===== src/rtl/minirv_pkg.sv =====
// Shared miniRV fetch-stage definitions: default widths/vectors and the
// next-PC source and PC generator FSM state encodings.
package minirv_pkg;

  localparam int unsigned DEF_XLEN      = 32;
  localparam logic [31:0] DEF_RESET_VEC = 32'h0000_0000;
  localparam logic [31:0] DEF_TRAP_VEC  = 32'h0000_0100;

  typedef enum logic [2:0] {
    NPC_SEQ,
    NPC_HOLD,
    NPC_BR,
    NPC_JALR,
    NPC_TRAP
  } npc_sel_e;

  typedef enum logic {
    ST_HOLD,
    ST_RUN
  } pc_state_e;

endpackage


===== src/rtl/pc_gen_if.sv =====
// Redirect/control inputs and fetch outputs of the PC generator.
interface pc_gen_if
  import minirv_pkg::*;
#(
  parameter int unsigned XLEN = DEF_XLEN
);

  logic            stall;
  logic            br_take;
  logic [XLEN-1:0] br_pc;
  logic [XLEN-1:0] br_imm;
  logic            jalr_take;
  logic [XLEN-1:0] jalr_base;
  logic [XLEN-1:0] jalr_imm;
  logic            trap;
  logic [XLEN-1:0] pc;
  logic [XLEN-1:0] pc_plus4;
  logic            fetch_valid;
  logic            flush;
  logic            misalign;

  modport master (
    output stall, br_take, br_pc, br_imm, jalr_take, jalr_base, jalr_imm, trap,
    input  pc, pc_plus4, fetch_valid, flush, misalign
  );

  modport slave (
    input  stall, br_take, br_pc, br_imm, jalr_take, jalr_base, jalr_imm, trap,
    output pc, pc_plus4, fetch_valid, flush, misalign
  );

endinterface


===== src/rtl/pc_gen_npc_mux.sv =====
// Combinational next-PC select: fixed-priority source choice, target adders
// and misaligned-target redirection to the trap vector.
module npc_mux
  import minirv_pkg::*;
#(
  parameter int unsigned     XLEN     = DEF_XLEN,
  parameter logic [XLEN-1:0] TRAP_VEC = XLEN'(DEF_TRAP_VEC)
) (
  input  logic [XLEN-1:0] pc,
  input  logic            stall,
  input  logic            br_take,
  input  logic [XLEN-1:0] br_pc,
  input  logic [XLEN-1:0] br_imm,
  input  logic            jalr_take,
  input  logic [XLEN-1:0] jalr_base,
  input  logic [XLEN-1:0] jalr_imm,
  input  logic            trap,
  output logic [XLEN-1:0] pc_plus4,
  output logic [XLEN-1:0] npc,
  output npc_sel_e        sel,
  output logic            misalign
);

  logic [XLEN-1:0] br_tgt;
  logic [XLEN-1:0] jalr_tgt;

  assign pc_plus4 = pc + XLEN'(4);
  assign br_tgt   = br_pc + br_imm;
  assign jalr_tgt = (jalr_base + jalr_imm) & ~XLEN'(1);

  always_comb begin
    sel      = NPC_SEQ;
    npc      = pc_plus4;
    misalign = 1'b0;
    if (trap) begin
      sel = NPC_TRAP;
      npc = TRAP_VEC;
    end else if (jalr_take) begin
      sel = NPC_JALR;
      // bit 0 is already cleared, so only bit 1 can make the target misaligned
      if (jalr_tgt[1]) begin
        misalign = 1'b1;
        npc      = TRAP_VEC;
      end else begin
        npc = jalr_tgt;
      end
    end else if (br_take) begin
      sel = NPC_BR;
      if (br_tgt[1:0] != 2'b00) begin
        misalign = 1'b1;
        npc      = TRAP_VEC;
      end else begin
        npc = br_tgt;
      end
    end else if (stall) begin
      sel = NPC_HOLD;
      npc = pc;
    end
  end

endmodule


===== src/rtl/pc_gen.sv =====
// miniRV fetch PC generator: post-reset hold window FSM and PC register,
// with next-PC selection delegated to npc_mux.
module pc_gen
  import minirv_pkg::*;
#(
  parameter int unsigned     XLEN        = DEF_XLEN,
  parameter logic [XLEN-1:0] RESET_VEC   = XLEN'(DEF_RESET_VEC),
  parameter logic [XLEN-1:0] TRAP_VEC    = XLEN'(DEF_TRAP_VEC),
  parameter int unsigned     HOLD_CYCLES = 1
) (
  input  logic     clk,
  input  logic     rst_n,
  pc_gen_if.slave  bus
);

  pc_state_e       state_q, state_d;
  logic [3:0]      hold_cnt_q;
  logic [XLEN-1:0] pc_q;
  logic [XLEN-1:0] npc;
  logic [XLEN-1:0] pc_plus4;
  npc_sel_e        sel;
  logic            mux_misalign;
  logic            run;

  npc_mux #(
    .XLEN     (XLEN),
    .TRAP_VEC (TRAP_VEC)
  ) u_npc_mux (
    .pc        (pc_q),
    .stall     (bus.stall),
    .br_take   (bus.br_take),
    .br_pc     (bus.br_pc),
    .br_imm    (bus.br_imm),
    .jalr_take (bus.jalr_take),
    .jalr_base (bus.jalr_base),
    .jalr_imm  (bus.jalr_imm),
    .trap      (bus.trap),
    .pc_plus4  (pc_plus4),
    .npc       (npc),
    .sel       (sel),
    .misalign  (mux_misalign)
  );

  always_ff @(posedge clk or negedge rst_n) begin
    if (!rst_n) begin
      state_q    <= ST_HOLD;
      hold_cnt_q <= '0;
      pc_q       <= RESET_VEC;
    end else begin
      state_q <= state_d;
      if (state_q == ST_HOLD) begin
        hold_cnt_q <= hold_cnt_q + 4'd1;
      end
      if (state_q == ST_RUN) begin
        pc_q <= npc;
      end
    end
  end

  always_comb begin
    state_d = state_q;
    case (state_q)
      ST_HOLD: if (hold_cnt_q == 4'(HOLD_CYCLES)) state_d = ST_RUN;
      ST_RUN:  state_d = ST_RUN;
      default: state_d = ST_HOLD;
    endcase
  end

  assign run             = (state_q == ST_RUN);
  assign bus.pc          = pc_q;
  assign bus.pc_plus4    = pc_plus4;
  assign bus.fetch_valid = run;
  assign bus.flush       = run && (sel inside {NPC_TRAP, NPC_JALR, NPC_BR});
  assign bus.misalign    = run && mux_misalign;

endmodule


===== src/flat_wrapper.sv =====
// flat-port wrapper written by rule: the top's interface ports become plain ports
module pc_gen_flat import minirv_pkg::*;
#(
  parameter int unsigned     XLEN        = DEF_XLEN,
  parameter logic [XLEN-1:0] RESET_VEC   = XLEN'(DEF_RESET_VEC),
  parameter logic [XLEN-1:0] TRAP_VEC    = XLEN'(DEF_TRAP_VEC),
  parameter int unsigned     HOLD_CYCLES = 1
)
  (clk, rst_n, bus_stall, bus_br_take, bus_br_pc, bus_br_imm, bus_jalr_take, bus_jalr_base, bus_jalr_imm, bus_trap, bus_pc, bus_pc_plus4, bus_fetch_valid, bus_flush, bus_misalign);
  pc_gen_if #(.XLEN(XLEN)) bus_i ();
  input  logic clk;
  input  logic rst_n;
  input wire logic [$bits(bus_i.stall)-1:0] bus_stall;
  input wire logic [$bits(bus_i.br_take)-1:0] bus_br_take;
  input wire logic [$bits(bus_i.br_pc)-1:0] bus_br_pc;
  input wire logic [$bits(bus_i.br_imm)-1:0] bus_br_imm;
  input wire logic [$bits(bus_i.jalr_take)-1:0] bus_jalr_take;
  input wire logic [$bits(bus_i.jalr_base)-1:0] bus_jalr_base;
  input wire logic [$bits(bus_i.jalr_imm)-1:0] bus_jalr_imm;
  input wire logic [$bits(bus_i.trap)-1:0] bus_trap;
  output wire logic [$bits(bus_i.pc)-1:0] bus_pc;
  output wire logic [$bits(bus_i.pc_plus4)-1:0] bus_pc_plus4;
  output wire logic [$bits(bus_i.fetch_valid)-1:0] bus_fetch_valid;
  output wire logic [$bits(bus_i.flush)-1:0] bus_flush;
  output wire logic [$bits(bus_i.misalign)-1:0] bus_misalign;
  assign bus_i.stall = bus_stall;
  assign bus_i.br_take = bus_br_take;
  assign bus_i.br_pc = bus_br_pc;
  assign bus_i.br_imm = bus_br_imm;
  assign bus_i.jalr_take = bus_jalr_take;
  assign bus_i.jalr_base = bus_jalr_base;
  assign bus_i.jalr_imm = bus_jalr_imm;
  assign bus_i.trap = bus_trap;
  assign bus_pc = bus_i.pc;
  assign bus_pc_plus4 = bus_i.pc_plus4;
  assign bus_fetch_valid = bus_i.fetch_valid;
  assign bus_flush = bus_i.flush;
  assign bus_misalign = bus_i.misalign;
  pc_gen #(.XLEN(XLEN), .RESET_VEC(RESET_VEC), .TRAP_VEC(TRAP_VEC), .HOLD_CYCLES(HOLD_CYCLES)) u_core (.clk(clk), .rst_n(rst_n), .bus(bus_i));
endmodule

===== config.mk =====
export PLATFORM = sky130hd
export DESIGN_NAME = pc_gen_flat
export DESIGN_NICKNAME = d
export VERILOG_FILES = /design/src/rtl/minirv_pkg.sv /design/src/rtl/pc_gen_if.sv /design/src/rtl/pc_gen_npc_mux.sv /design/src/rtl/pc_gen.sv /design/src/flat_wrapper.sv
export SDC_FILE = /design/constraint.sdc
export NUM_CORES = 1
export LEC_CHECK = 0
export ABC_AREA = 1
export CAP_MARGIN = 20
export CORE_ASPECT_RATIO = 1.75
export CORE_UTILIZATION = 45
export DETAILED_ROUTE_END_ITERATION = 12
export PLACE_DENSITY = 0.87
export SETUP_SLACK_MARGIN = 0.3
export SLEW_MARGIN = 25
export SYNTH_ARGS = -nofsm -noshare
export SYNTH_HDL_FRONTEND = slang
export SYNTH_SLANG_ARGS = --single-unit

===== constraint.sdc =====
create_clock -name clk -period 2.2 [get_ports clk]
set_clock_uncertainty 0.1 [all_clocks]
set_input_delay 0.66 -clock clk [delete_from_list [all_inputs] [get_ports clk]]
set_output_delay 0.66 -clock clk [all_outputs]
set_load 0.005 [all_outputs]

==> results.py, run 1 <==
metrics = {
    "logic_synthesis": {
        "synth-seq-cells": 37,
        "syn_inst": 1483,
        "synth_top_area_share_pct": 30.22,
        "yosys-top-cells-area": "nand2_1 (30%), inv_1 (14%), dfrtp_1 (12%), ha_1 (10%), nand3_1 (8.6%)",
        "synth_edf_count": 0,
        "synth_area_um2": 7712,
        "yosys.area_share.xor_xnor_pct": 2.385,
        "syn_avg_cell_area_um2": 5.201,
        "synth_top_family_by_area": "simple AND/OR/NAND/NOR gates",
        "yosysSeqAreaShare_pct": 12.01,
        "netlist.top_cell.by_area": "nand2_1",
        "yosysWarningCount": 0,
        "ys.flop_type": "dfrtp_1",
        "synth_simple_gate_area_share_pct": 52.19,
        "synth.area.mux_share_pct": 0,
        "synth_adder_area_share_pct": 10.90,
        "synthArstFlopShare_pct": 100.0,
        "synth_compound_area_share_pct": 6.846,
        "synthesis.nets": 1683,
        "ys_types": 48,
    },
    "placement": {
        "place_ws_ps": -1198,
        "hpwl_um": 27780,
        "port-buffer-count": 200,
        "routabilityCongestion": 0.9878,
        "dp_cells": 2142,
    },
    "grt": {
        "grt_pass1_wl_um": 122000,
        "grt_max_degree": 38,
        "track_usage_pct": 88.03,
        "grt-ovfl-total": 511,
        "grt_pass1_vias": 19060,
    },
    "floorplan": {
        "chipHeight_um": 175.2,
        "die_w_um": 101.0,
        "io_pins": 201,
        "num_rows": 63,
        "start_util_pct": 45.72,
    },
    "clocking": {
        "cts-root-buf": "clkbuf_16",
        "clock_sinks": 37,
        "clk_path_buf_depth": 2,
        "cts-buffers-inserted": 5,
        "cts_htree_levels": 2,
    },
    "status": {
        "haltStage": "global routing",
        "firstError": "[ERROR GRT-0116] Global routing finished with congestion. Check the congestion regions in the DRC Viewer.",
        "status": "did not finish",
    },
}
-- cell families after synthesis --
kind of cell	after synthesis
AND/OR/NAND/NOR	954
buffers and inverters	316
AO/OA/AOI/OAI	89
adder cells (fa/ha/maj)	66
flip-flops	37
XOR/XNOR	21
-- cells in the mapped netlist (2+ instances only) --
cell type	n
nor3_1	18
nor2_1	111
nand2_1	621
nand3_1	133
ha_1	64
nand4_1	19
o21ai_1	2
o21bai_1	4
a31oi_1	2
nor2_4	4
nor2_2	7
o211ai_1	7
a21o_1	2
buf_2	3
xor2_1	18
nand2_2	4
inv_2	5
inv_1	294
xnor2_1	3
buf_4	5
dfrtp_1	37
o21ai_0	17
clkinv_1	2
and2_1	5
nand3b_1	8
or2_2	15
clkbuf_1	6
a21oi_1	45
o221ai_1	2
fa_1	2
-- through the flow --
stage	cell area, um^2	hold slack (ps)
after floorplan	8277	264.4
after global placement	12400	360.1
after detailed placement	12400	372.2
after CTS	16230	244.3
-- per-layer routing --
layer	GRT overflow	GRT usage, %
met5	0	25.44
met4	139	95.53
met3	8	72.48
met2	349	107.7
met1	15	82.73
-- timing repair --
| item | 4_1_cts |
|---|---|
| buffers inserted | 158 |
| hold buffers | 0 |
| cloned | 4 |
| setup endpoints to repair | 97 |
| resized for setup | 1277 |
| pin swaps | 370 |
==> inputs of run 2 (changes only) <==
--- a/config.mk
+++ b/config.mk
@@ -7,11 +7,9 @@
 export LEC_CHECK = 0
 export ABC_AREA = 1
 export CAP_MARGIN = 20
-export CORE_ASPECT_RATIO = 1.75
-export CORE_UTILIZATION = 45
+export CORE_UTILIZATION = 30
 export DETAILED_ROUTE_END_ITERATION = 12
-export PLACE_DENSITY = 0.87
-export SETUP_SLACK_MARGIN = 0.3
+export PLACE_DENSITY_LB_ADDON = 0.15
 export SLEW_MARGIN = 25
 export SYNTH_ARGS = -nofsm -noshare
 export SYNTH_HDL_FRONTEND = slang
==> constraint.sdc (replaced) <==
create_clock -name clk -period 2.9 [get_ports clk]
set_clock_uncertainty 0.1 [all_clocks]
set_input_delay 0.87 -clock clk [delete_from_list [all_inputs] [get_ports clk]]
set_output_delay 0.87 -clock clk [all_outputs]
set_load 0.005 [all_outputs]
==> run 2 against run 1 <==
The flow now finishes, with violations (setup timing). Area after synthesis did not move. Synthesized cell count unchanged.
==> results.py, run 2 <==
metrics = {
    "placement": {
        "hpwl_um": 25580,
        "place_ws_ps": -899.7,
        "post_dp_cell_area_um2": 11610,
        "dp_cells": 2201,
        "port-buffer-count": 200,
        "routabilityCongestion": 0.9384,
    },
    "cells_and_area": {
        "register_area_um2": 932.1,
        "post-route-util_pct": 50.82,
        "nFillCells": 2643,
        "area_growth_pct": 65.95,
        "layout.cells.non_filler": 2259,
        "final_nets": 2128,
        "largest_reg_flops": 32,
        "final_cell_mix": "nand2_1 (589), inv_1 (281), buf_4 (235)",
        "layout_commonest_cell": "nand2_1",
        "multi_input_area_um2": 6241,
        "layout-drive-gt1-share_pct": 23.38,
        "antenna_cells": 0,
        "fin_area_um2": 12800,
    },
    "setup_path": {
        "critPathLaunch": "u_core.bus.pc[2]",
        "worstSetupEndpointType": "output pin",
        "cp-start-kind": "register",
        "cp-endpoint": "bus_pc_plus4[20]",
        "r2r_end": "u_core.bus.pc[27]",
        "r2r_slack_ps": 190,
        "worstPathRequired_ps": 1930,
        "arrival_ps": 2000,
        "critPathMaxFanout": 3,
        "timing.rr.start": "u_core.bus.pc[2]",
        "reg2regPathDepth": 21,
        "critPathKind": "reg2out",
    },
    "clocking": {
        "cts_htree_levels": 2,
        "cts-root-buf": "clkbuf_16",
        "ctsHoldBuffers": 0,
        "cts-buffers-inserted": 5,
        "tritoncts": "done",
        "worst_skew_pair.late_latency_ps": 290,
        "path_clk_slew_ps": 60,
        "clk_path_buf_depth": 2,
        "clock_sinks": 37,
    },
    "status": {
        "status": "finished, violations left",
        "violations": "setup timing",
    },
    "pwr": {
        "pwr_density_cell_nw_per_um2": 251.9,
        "p_leak_uw": 0.007223,
        "worst_ir_drop_vdd_uv": 192.3,
    },
    "timing": {
        "fin_ws_ps": -67.15,
        "finalCritPeriodShare_pct": 102.3,
        "fin_crit_ps": 2967,
        "rsz0062_at_grt": "true",
        "hold_viol": 0,
        "tightest_slew_ps": 331.3,
        "final-setup-viol-count": 4,
        "slew_headroom_pct": 77.91,
        "tns_ps": -185.1,
        "fmax_ghz": 0.3370,
        "slew_viol_final": 0,
    },
    "floorplan": {
        "num_rows": 58,
        "die_w_um": 162.3,
        "io_pins": 201,
        "start_util_pct": 30.63,
        "chipHeight_um": 162.3,
        "die-area_um2": 26350,
        "core-area_um2": 25180,
    },
    "route": {
        "drtIter0Drc": 584,
        "drc": 0,
        "num_vias": 10290,
        "wire_per_inst_um": 13.73,
        "ant_nets": 0,
        "wl_um": 31020,
        "first_pass_iters": 5,
        "viasPerCell": 4.553,
    },
    "logic_synthesis": {
        "synth_commonest_cells": "nand2_1 (621), inv_1 (294), nand3_1 (133)",
        "ys_types": 48,
        "ys.flop_type": "dfrtp_1",
        "yosysSeqAreaShare_pct": 12.01,
        "synthesis.nets": 1683,
        "synth_edf_count": 0,
        "synthArstFlopShare_pct": 100.0,
        "synth.most_common_cell": "nand2_1",
        "syn_avg_cell_area_um2": 5.201,
        "netlist.top_cell.by_area": "nand2_1",
        "synth_top_area_share_pct": 30.22,
        "synth_area_um2": 7712,
        "syn_inst": 1483,
        "synth-seq-cells": 37,
        "yosys-top-cells-area": "nand2_1 (30%), inv_1 (14%), dfrtp_1 (12%), ha_1 (10%), nand3_1 (8.6%)",
        "yosysWarningCount": 0,
    },
    "grt": {
        "grt_max_degree": 24,
        "grt_pass1_vias": 9806,
        "grt_pass1_wl_um": 48020,
        "antenna_found_initial": 0,
        "grt-ovfl-total": 0,
        "track_usage_pct": 23.08,
    },
    "job": {
        "maxCapViolCount": 0,
    },
    "worst_hold_path": {
        "hold_class": "in2async",
    },
}
==> run 2: cell counts after synthesis <==
Identical to the previous run, type by type.
==> run 2: per-stage QoR <==
stage          hold WS [ps]  power, uW
3_5_place_dp          368.9       2499
5_1_grt               286.9       3477
6_report              276.9       3224
3_3_place_gp          354.6       2495
4_1_cts               280.3       3126
2_1_floorplan         348.1       1506
==> run 2: worst min path at each step <==
stage,from,endpoint
floorplan,u_core.hold_cnt_q[3],u_core.hold_cnt_q[3]
global placement,u_core.hold_cnt_q[3],u_core.bus.fetch_valid
detailed placement,u_core.hold_cnt_q[3],u_core.bus.fetch_valid
CTS,rst_n,u_core.bus.pc[23]
global route,rst_n,u_core.bus.pc[23]
finish,rst_n,u_core.bus.pc[1]
==> run 2: cell type report <==
type / instances / share of cell area (%)
Tap cell: 330 / 3.226
Timing Repair Buffer: 453 / 30.73
Multi-Input combinational cell: 1130 / 48.76
Clock buffer: 5 / 0.9776
Inverter: 301 / 8.887
Clock inverter: 3 / 0.1369
Sequential cell: 37 / 7.283
==> run 2: power breakdown <==
part	internal, uW	total (uW)	switching [uW]	leakage (uW)
Sequential	554	602	47.3	0.000483
Combinational	1020	2060	1030	0.00667
Clock	316	566	250	0.0000696
Total	1890	3220	1330	0.00722
==> run 2: worst max-delay path, cell delays in order, from the launching register on <==
cell     delay [ps]
dfrtp_2         430
ha_4            170
nand3_4          90
nor2_4          110
buf_6           100
nand4_4          90
nor2_4          160
buf_6           120
buf_6            90
xor2_1          120
inv_1            80
buf_2           130
==> run 2: kinds of logic (layout without fill, tap and decap cells) <==
kind of cell	Yosys count	count (layout)	synth area share, %
buffers and inverters	316	762	15.67
and+or+nand+nor	954	954	52.19
xor gates and xnor gates	21	21	2.385
AOI/OAI and AO/OA	89	89	6.846
DFF	37	37	12.01
adders and majority gates	66	66	10.90
==> run 2: what timing repair did <==
item,4_1_cts,5_1_grt
buffers inserted,41,18
setup endpoints to repair,29,46
resized for setup,123,146
gates cloned,1,0
pin swaps,24,48
==> run 2: routing by layer <==
metal	vias to the layer above	global-route usage, %	part of all wire [%]
li1	5442	-	-
met1	4534	28.46	43
met2	259	41.94	49
met3	51	1.681	4.9
met4	0	7.933	3.1
met5	-	0	0
Power figures use the tool's default switching activity.
==> inputs of run 3 (changes only) <==
--- a/config.mk
+++ b/config.mk
@@ -8,6 +8,7 @@
 export ABC_AREA = 1
 export CAP_MARGIN = 20
 export CORE_UTILIZATION = 30
+export CTS_CLUSTER_SIZE = 10
 export DETAILED_ROUTE_END_ITERATION = 12
 export PLACE_DENSITY_LB_ADDON = 0.15
 export SLEW_MARGIN = 25
==> results of run 3 <==
Same layout as run 2: the final DEF is identical, and so are final timing and power.
